### config.mk
export PLATFORM = sky130hd
export DESIGN_NAME = pipe_hazard_ctrl
export DESIGN_NICKNAME = d
export VERILOG_FILES = /design/src/rtl/pipe_hazard_ctrl.sv
export SDC_FILE = /design/constraint.sdc
export NUM_CORES = 1
export LEC_CHECK = 0
export BUFFER_PORTS_ARGS = -buffer_cell sky130_fd_sc_hd__buf_2
export CAP_MARGIN = 5
export CORE_MARGIN = 2
export CORE_UTILIZATION = 38
export DETAILED_ROUTE_END_ITERATION = 8
export GPL_TIMING_DRIVEN = 1
export PLACE_DENSITY_LB_ADDON = 0.3
export SETUP_SLACK_MARGIN = 0.2
export SLEW_MARGIN = 10
export SYNTH_ARGS = -nofsm -noshare
export SYNTH_HDL_FRONTEND = slang
export SYNTH_SLANG_ARGS = --single-unit
export TNS_END_PERCENT = 10
### constraint.sdc
create_clock -name clk -period 1.69 [get_ports clk]
set_clock_uncertainty 0.15 [all_clocks]
set_input_delay 0.0845 -clock clk [delete_from_list [all_inputs] [get_ports clk]]
set_output_delay 0.0845 -clock clk [all_outputs]
set_load 0.005 [all_outputs]
### src/rtl/pipe_hazard_ctrl.sv
// -----------------------------------------------------------------------------
// pipe_hazard_ctrl
//
// Sequencing controller for the 5-stage pipeline. Produces the load enables
// and bubble (synchronous clear) controls for the PC register and the
// F/D, D/X, X/M and M/W latches. It resolves three events, highest priority
// first:
//   1. mult/div occupancy of X (start pulse, freeze, watchdog abort)
//   2. taken branch / jump redirect resolved in X (kill D and F)
//   3. load-use hazard between the load in X and the instruction in D
//
// Parameters
//   MD_TIMEOUT  max cycles spent in MD_WAIT before the watchdog aborts (>= 2)
//   TMR_W       watchdog counter width, must be able to hold MD_TIMEOUT
//
// Ports
//   clk                      pipeline clock, rising edge
//   clr                      asynchronous reset, active low
//   fd_rs, fd_rt             source register fields of the instruction in D
//   fd_uses_rs, fd_uses_rt   D instruction actually reads rs / rt
//   dx_is_load, dx_rd        X instruction is a load, and its destination
//   dx_is_md                 X instruction is a mult/div
//   x_redirect               taken branch / jump resolved in X
//   md_ready                 mult/div result valid this cycle
//   pc_en .. mw_en           latch load enables
//   fd_clr, dx_clr, xm_clr   latch loads a NOP at the next edge
//   md_start                 one-cycle start pulse to the mult/div unit
//   md_busy                  controller is waiting on the mult/div unit
//   md_err                   sticky watchdog flag, cleared only by reset
//
// Optional feature (macro PIPE_PERF_CNT_EN)
//   Adds stall_cnt (cycles with pc_en=0) and flush_cnt (acted-on redirects),
//   both 16-bit saturating. Without the macro these ports do not exist and
//   the control behaviour is unchanged.
// -----------------------------------------------------------------------------
module pipe_hazard_ctrl #(
    parameter int unsigned MD_TIMEOUT = 64,
    parameter int unsigned TMR_W      = 7
) (
    input  logic        clk,
    input  logic        clr,
    input  logic [4:0]  fd_rs,
    input  logic [4:0]  fd_rt,
    input  logic        fd_uses_rs,
    input  logic        fd_uses_rt,
    input  logic        dx_is_load,
    input  logic [4:0]  dx_rd,
    input  logic        dx_is_md,
    input  logic        x_redirect,
    input  logic        md_ready,
    output logic        pc_en,
    output logic        fd_en,
    output logic        dx_en,
    output logic        xm_en,
    output logic        mw_en,
    output logic        fd_clr,
    output logic        dx_clr,
    output logic        xm_clr,
    output logic        md_start,
    output logic        md_busy,
    output logic        md_err
`ifdef PIPE_PERF_CNT_EN
    ,
    output logic [15:0] stall_cnt,
    output logic [15:0] flush_cnt
`endif
);

    typedef enum logic [0:0] {
        ST_RUN     = 1'b0,
        ST_MD_WAIT = 1'b1
    } state_e;

    // Last MD_WAIT cycle the watchdog tolerates before aborting.
    localparam logic [TMR_W-1:0] TMR_LAST = TMR_W'(MD_TIMEOUT - 1);

    state_e           state_q, state_d;
    logic [TMR_W-1:0] timer_q, timer_d;
    logic             md_err_q, md_err_d;
    logic             load_use;

    // A register written by rd=$0 never creates a dependency: $0 is hardwired.
    assign load_use = dx_is_load && (dx_rd != 5'd0) &&
                      ((fd_uses_rs && (fd_rs == dx_rd)) ||
                       (fd_uses_rt && (fd_rt == dx_rd)));

    // NOTE: every output and next-state signal gets a default before the case
    // so no path leaves a variable unassigned and no latch is inferred.
    always_comb begin
        state_d  = state_q;
        timer_d  = timer_q;
        md_err_d = md_err_q;
        pc_en    = 1'b1;
        fd_en    = 1'b1;
        dx_en    = 1'b1;
        xm_en    = 1'b1;
        mw_en    = 1'b1;
        fd_clr   = 1'b0;
        dx_clr   = 1'b0;
        xm_clr   = 1'b0;
        md_start = 1'b0;

        unique case (state_q)
            ST_RUN: begin
                if (dx_is_md) begin
                    // Kick the unit and hold the mult/div in X; X/M gets
                    // bubbles until the result is ready. A redirect in the
                    // same cycle is dropped: md wins.
                    md_start = 1'b1;
                    pc_en    = 1'b0;
                    fd_en    = 1'b0;
                    dx_en    = 1'b0;
                    xm_clr   = 1'b1;
                    state_d  = ST_MD_WAIT;
                    timer_d  = '0;
                end else if (x_redirect) begin
                    // Kill the two younger instructions; PC loads the target.
                    fd_clr = 1'b1;
                    dx_clr = 1'b1;
                end else if (load_use) begin
                    // Hold PC and F/D one cycle, inject a bubble into X.
                    pc_en  = 1'b0;
                    fd_en  = 1'b0;
                    dx_clr = 1'b1;
                end
            end

            ST_MD_WAIT: begin
                if (md_ready) begin
                    state_d = ST_RUN;
                    timer_d = '0;
                end else if (timer_q == TMR_LAST) begin
                    // Watchdog abort: release the pipeline but push a bubble
                    // into X/M since no valid result exists.
                    md_err_d = 1'b1;
                    xm_clr   = 1'b1;
                    state_d  = ST_RUN;
                    timer_d  = '0;
                end else begin
                    pc_en   = 1'b0;
                    fd_en   = 1'b0;
                    dx_en   = 1'b0;
                    xm_clr  = 1'b1;
                    timer_d = timer_q + TMR_W'(1);
                end
            end

            default: begin
                state_d = ST_RUN;
                timer_d = '0;
            end
        endcase
    end

    // NOTE: sequential state uses non-blocking assignments so every register
    // samples pre-edge values regardless of process evaluation order.
    always_ff @(posedge clk or negedge clr) begin
        if (!clr) begin
            state_q  <= ST_RUN;
            timer_q  <= '0;
            md_err_q <= 1'b0;
        end else begin
            state_q  <= state_d;
            timer_q  <= timer_d;
            md_err_q <= md_err_d;
        end
    end

    assign md_busy = (state_q == ST_MD_WAIT);
    assign md_err  = md_err_q;

`ifdef PIPE_PERF_CNT_EN
    logic [15:0] stall_cnt_q;
    logic [15:0] flush_cnt_q;
    logic        flush_act;

    // A redirect is acted on only in RUN and only when no mult/div overrides it.
    assign flush_act = (state_q == ST_RUN) && !dx_is_md && x_redirect;

    always_ff @(posedge clk or negedge clr) begin
        if (!clr) begin
            stall_cnt_q <= '0;
            flush_cnt_q <= '0;
        end else begin
            if (!pc_en && (stall_cnt_q != 16'hFFFF)) begin
                stall_cnt_q <= stall_cnt_q + 16'd1;
            end
            if (flush_act && (flush_cnt_q != 16'hFFFF)) begin
                flush_cnt_q <= flush_cnt_q + 16'd1;
            end
        end
    end

    assign stall_cnt = stall_cnt_q;
    assign flush_cnt = flush_cnt_q;
`endif

endmodule

==> impl_results.md <==
* Final Wtd Congestion at between 0.7 and 0.8
* Clock network latency to the later pin of the worst-skew pair at about 0.27 ns
* Worst Setup SP: timer_q[1]$_DFFE_PN0P_
* Setup repair after global routing missed its margin: true
* Final hold viol count at 0
* First-pass detailed-route iteration total at 4
* Reported leakage power at 0.479 nW
* Flop and latch count out of synthesis at 9
* Worst-case clock buffer depth at 2
* Highest Clock Rate at about 560 MHz
* Number of cells on the worst reg-to-reg path at 7
* # H-tree levels at 1
* Switching portion of total power at 0.308
* Number of distinct library cells after synthesis at 29
* Drc violations at 0
* Number of cells traversed by the worst hold path at 3
* Global-route wire length before repair at 2740 um
* Area growth, synth to finish at 51.0%
* Number of enable-type register cells in the synthesized netlist at 0
* Layout Nets at around 140
* Initial cell density of the core at 0.411
* Layout cells sized above 1 at 0.474
* Cell depth of the worst setup path at 7
* Mean routed wirelength per cell at 12.7 um
* Vias per std cell at 5.12
* TritonCTS clock tree: done
* Post-synthesis xor/xnor area fraction at 0.140
* Startpoint type of the worst setup path: register
* Syn Area/Cell at 8.57 um^2
* Sequential area share after synthesis at 0.360
* Final count of negative-setup-slack endpoints at 3
* Count of vias placed by the detailed router at ~670
* Antenna diode instance count at 0
* Utilization after layout at 0.620
* Floorplan Core Area at roughly 1500 um^2
* Complex-gate fraction of the synthesized area at 0.190
* Sequence of cells on the critical path: ha_4 > and3_4 > nand3_4 > o21ai_4 > o21ai_2 > o31ai_2 > buf_2
* Worst setup path class: register to output pin
* Hold Path Origin: md_ready
* Warning count from the yosys run at 0
* Placed wire-length estimate at 1190 um
* Syn Inst Count at 73
* Launching point of the worst reg2reg path: timer_q[1]$_DFFE_PN0P_
* Multiplexer share of the synthesized area at 0
* Number of antenna violations at the first check in global routing at 0
* CTS Root Buffer Type: sky130_fd_sc_hd__clkbuf_4
* Via count of the first global-routing pass at approximately 660
* Setup WS pre-CTS at 0.0677 ns
* Commonest cells after routing, fill and taps aside: sky130_fd_sc_hd__buf_2, sky130_fd_sc_hd__xor2_1, sky130_fd_sc_hd__dfrtp_1, sky130_fd_sc_hd__buf_4, sky130_fd_sc_hd__nand2_1
* Std cell rows at 14
* Max IR drop VDD at 0.427 mV
* Cell with the largest stage delay on the worst path: sky130_fd_sc_hd__dfrtp_1
* Dominant combinational cell family by area after synthesis: simple AND/OR/NAND/NOR gates
* Final period util at 1.06
* Sequential group share of total power at 0.404
* Crit. End Element: output pin
* Hold/Removal Path Class: input port to register
* Top_reg_cell synth: sky130_fd_sc_hd__dfrtp_1
* Total overflow reported by the global router at 0
* Starting DRT DRC Count at 8
* Num Clock Sinks at 9
* Final ANT Viol Nets at 0
* Setup ws final at -0.105 ns
* Share of total power in the clock network at 0.284
* Most common cell after layout, fill and taps aside: sky130_fd_sc_hd__buf_2
* Top fanout value on the critical path at 2
* Internal power contribution at 417 uW
* Die Outline Area at just under 2000 um^2
* R2R setup slack at 0.11 ns
* Die outline height at 44.6 um
* GRT Resource Usage Total at 0.189
* Total power density per cell area at 639 nW/um^2
* Top-Level Pins at 34
* Outcome: complete, but fails checks
* Count of final max-slew check failures at 0
* Number of violations of the max-capacitance limit at 0
* Combinational power share at 0.312
* Ys async rst share at 1.00
* Worst path required time at 1.46 ns
* Pin count of the biggest net entering global routing at 10
* Buffers on Ports at 31
* Minimum clock period after layout at between 1.5 and 2 ns
* Clk slew on worst S/H paths at 0.06 ns
* Post-synthesis instance area at 626 um^2
* Arithmetic-cell share of the synthesized area counting full adders, half adders and majority gates at 0.0200
* CP max stage delay at 0.39 ns
* Die width at ~45 um
* Crit path max-delay family: flip-flops
* Sum of internal, switching and leakage power at around 600 uW
* Signal arrival time at the worst endpoint at 1.56 ns
* Power dissipated by switching net loads at 186 uW
* Violated checks: negative setup slack
* Area fraction in and, or, nand and nor cells after synthesis at 0.230
* CTS buffer count at 3
* Bufs and invs on worst path at 1
* Detailed-route wire length at between 1500 and 2000 um
kinds of logic (layout without fill, tap and decap cells):
logic type | after synthesis | in the layout
compound gates | 19 | 19
xor+xnor | 10 | 10
fa+ha+maj | 1 | 1
buf+inv | 6 | 46
flops | 9 | 9
other cells | 1 | 2
simple gates | 27 | 27
synthesized netlist by cell type, types with 2 or more instances:
library cell,n,area (um^2)
sky130_fd_sc_hd__a21oi_1,4,20.0
sky130_fd_sc_hd__xor2_1,8,70.1
sky130_fd_sc_hd__buf_4,3,22.5
sky130_fd_sc_hd__o21ai_0,7,35.0
sky130_fd_sc_hd__nand3_1,4,20.0
sky130_fd_sc_hd__and3_1,2,12.5
sky130_fd_sc_hd__nor4_1,2,12.5
sky130_fd_sc_hd__dfrtp_1,9,225
sky130_fd_sc_hd__xnor2_1,2,17.5
sky130_fd_sc_hd__inv_1,3,11.3
sky130_fd_sc_hd__nand2_1,6,22.5
sky130_fd_sc_hd__nor2_1,4,15.0
sky130_fd_sc_hd__nor2b_1,2,12.5
sky130_fd_sc_hd__a31oi_1,2,12.5
metal layers:
metal / vias up / part of all wire / global-route usage
li1: 336 / - / -
met3: 3 / 0.048 / 0.0245
met5: - / 0 / 0
met2: 20 / 0.53 / 0.342
met1: 306 / 0.41 / 0.221
met4: 0 / 0.011 / 0.0727
flip-flops by register name (all words and copies together), names as in the netlist:
name     count
timer_q      7
md_busy      1
md_err       1
final timing paths:
kind,to
max,fd_en
min,timer_q[1]$_DFFE_PN0P_
max reg2reg,timer_q[3]$_DFFE_PN0P_
min reg2reg,md_err$_DFFE_PN0P_
max in group asynchronous,md_busy$_DFF_PN0_
min in group asynchronous,timer_q[0]$_DFFE_PN0P_
stage by stage:
step,instance area (um^2),hold WS (ns),instances,TNS [ns]
2_1_floorplan,636,-0.361,74,0
3_3_place_gp,796,-0.203,119,0
3_5_place_dp,796,-0.198,119,0
4_1_cts,897,0.0155,129,-0.380
5_1_grt,945,0.0659,130,-0.495
6_report,945,0.0165,130,-0.301
tightest hold or removal path: stages:
cell and delay [ns]:
sky130_fd_sc_hd__buf_2 0.10, sky130_fd_sc_hd__inv_1 0.06, sky130_fd_sc_hd__a32o_1 0.15
power groups by stage:
stage	clock network [mW]	logic (mW)	registers [mW]
finish	0.171	0.188	0.244
global route	0.183	0.211	0.246
CTS	0.177	0.174	0.243
detailed placement	0	0.152	0.244
global placement	0	0.149	0.244
floorplan	0	0.0845	0.243
cell type report:
class | instances | area [um^2]
flip-flops and latches | 9 | 226
clock buffers | 4 | 26.3
inverters | 3 | 11.3
fillers | 142 | 579
well taps | 16 | 20.0
multi-input cells | 59 | 437
repair buffers | 39 | 224
timing repair:
item                       CTS  global route
buffers inserted             5             1
pin swaps                    9            11
hold endpoints to repair     9             0
setup endpoints to repair    8             9
resized for setup            6             9
hold buffers                 1             0
cloned                       0             0
Note: power is estimated with default switching activity, not from simulation.
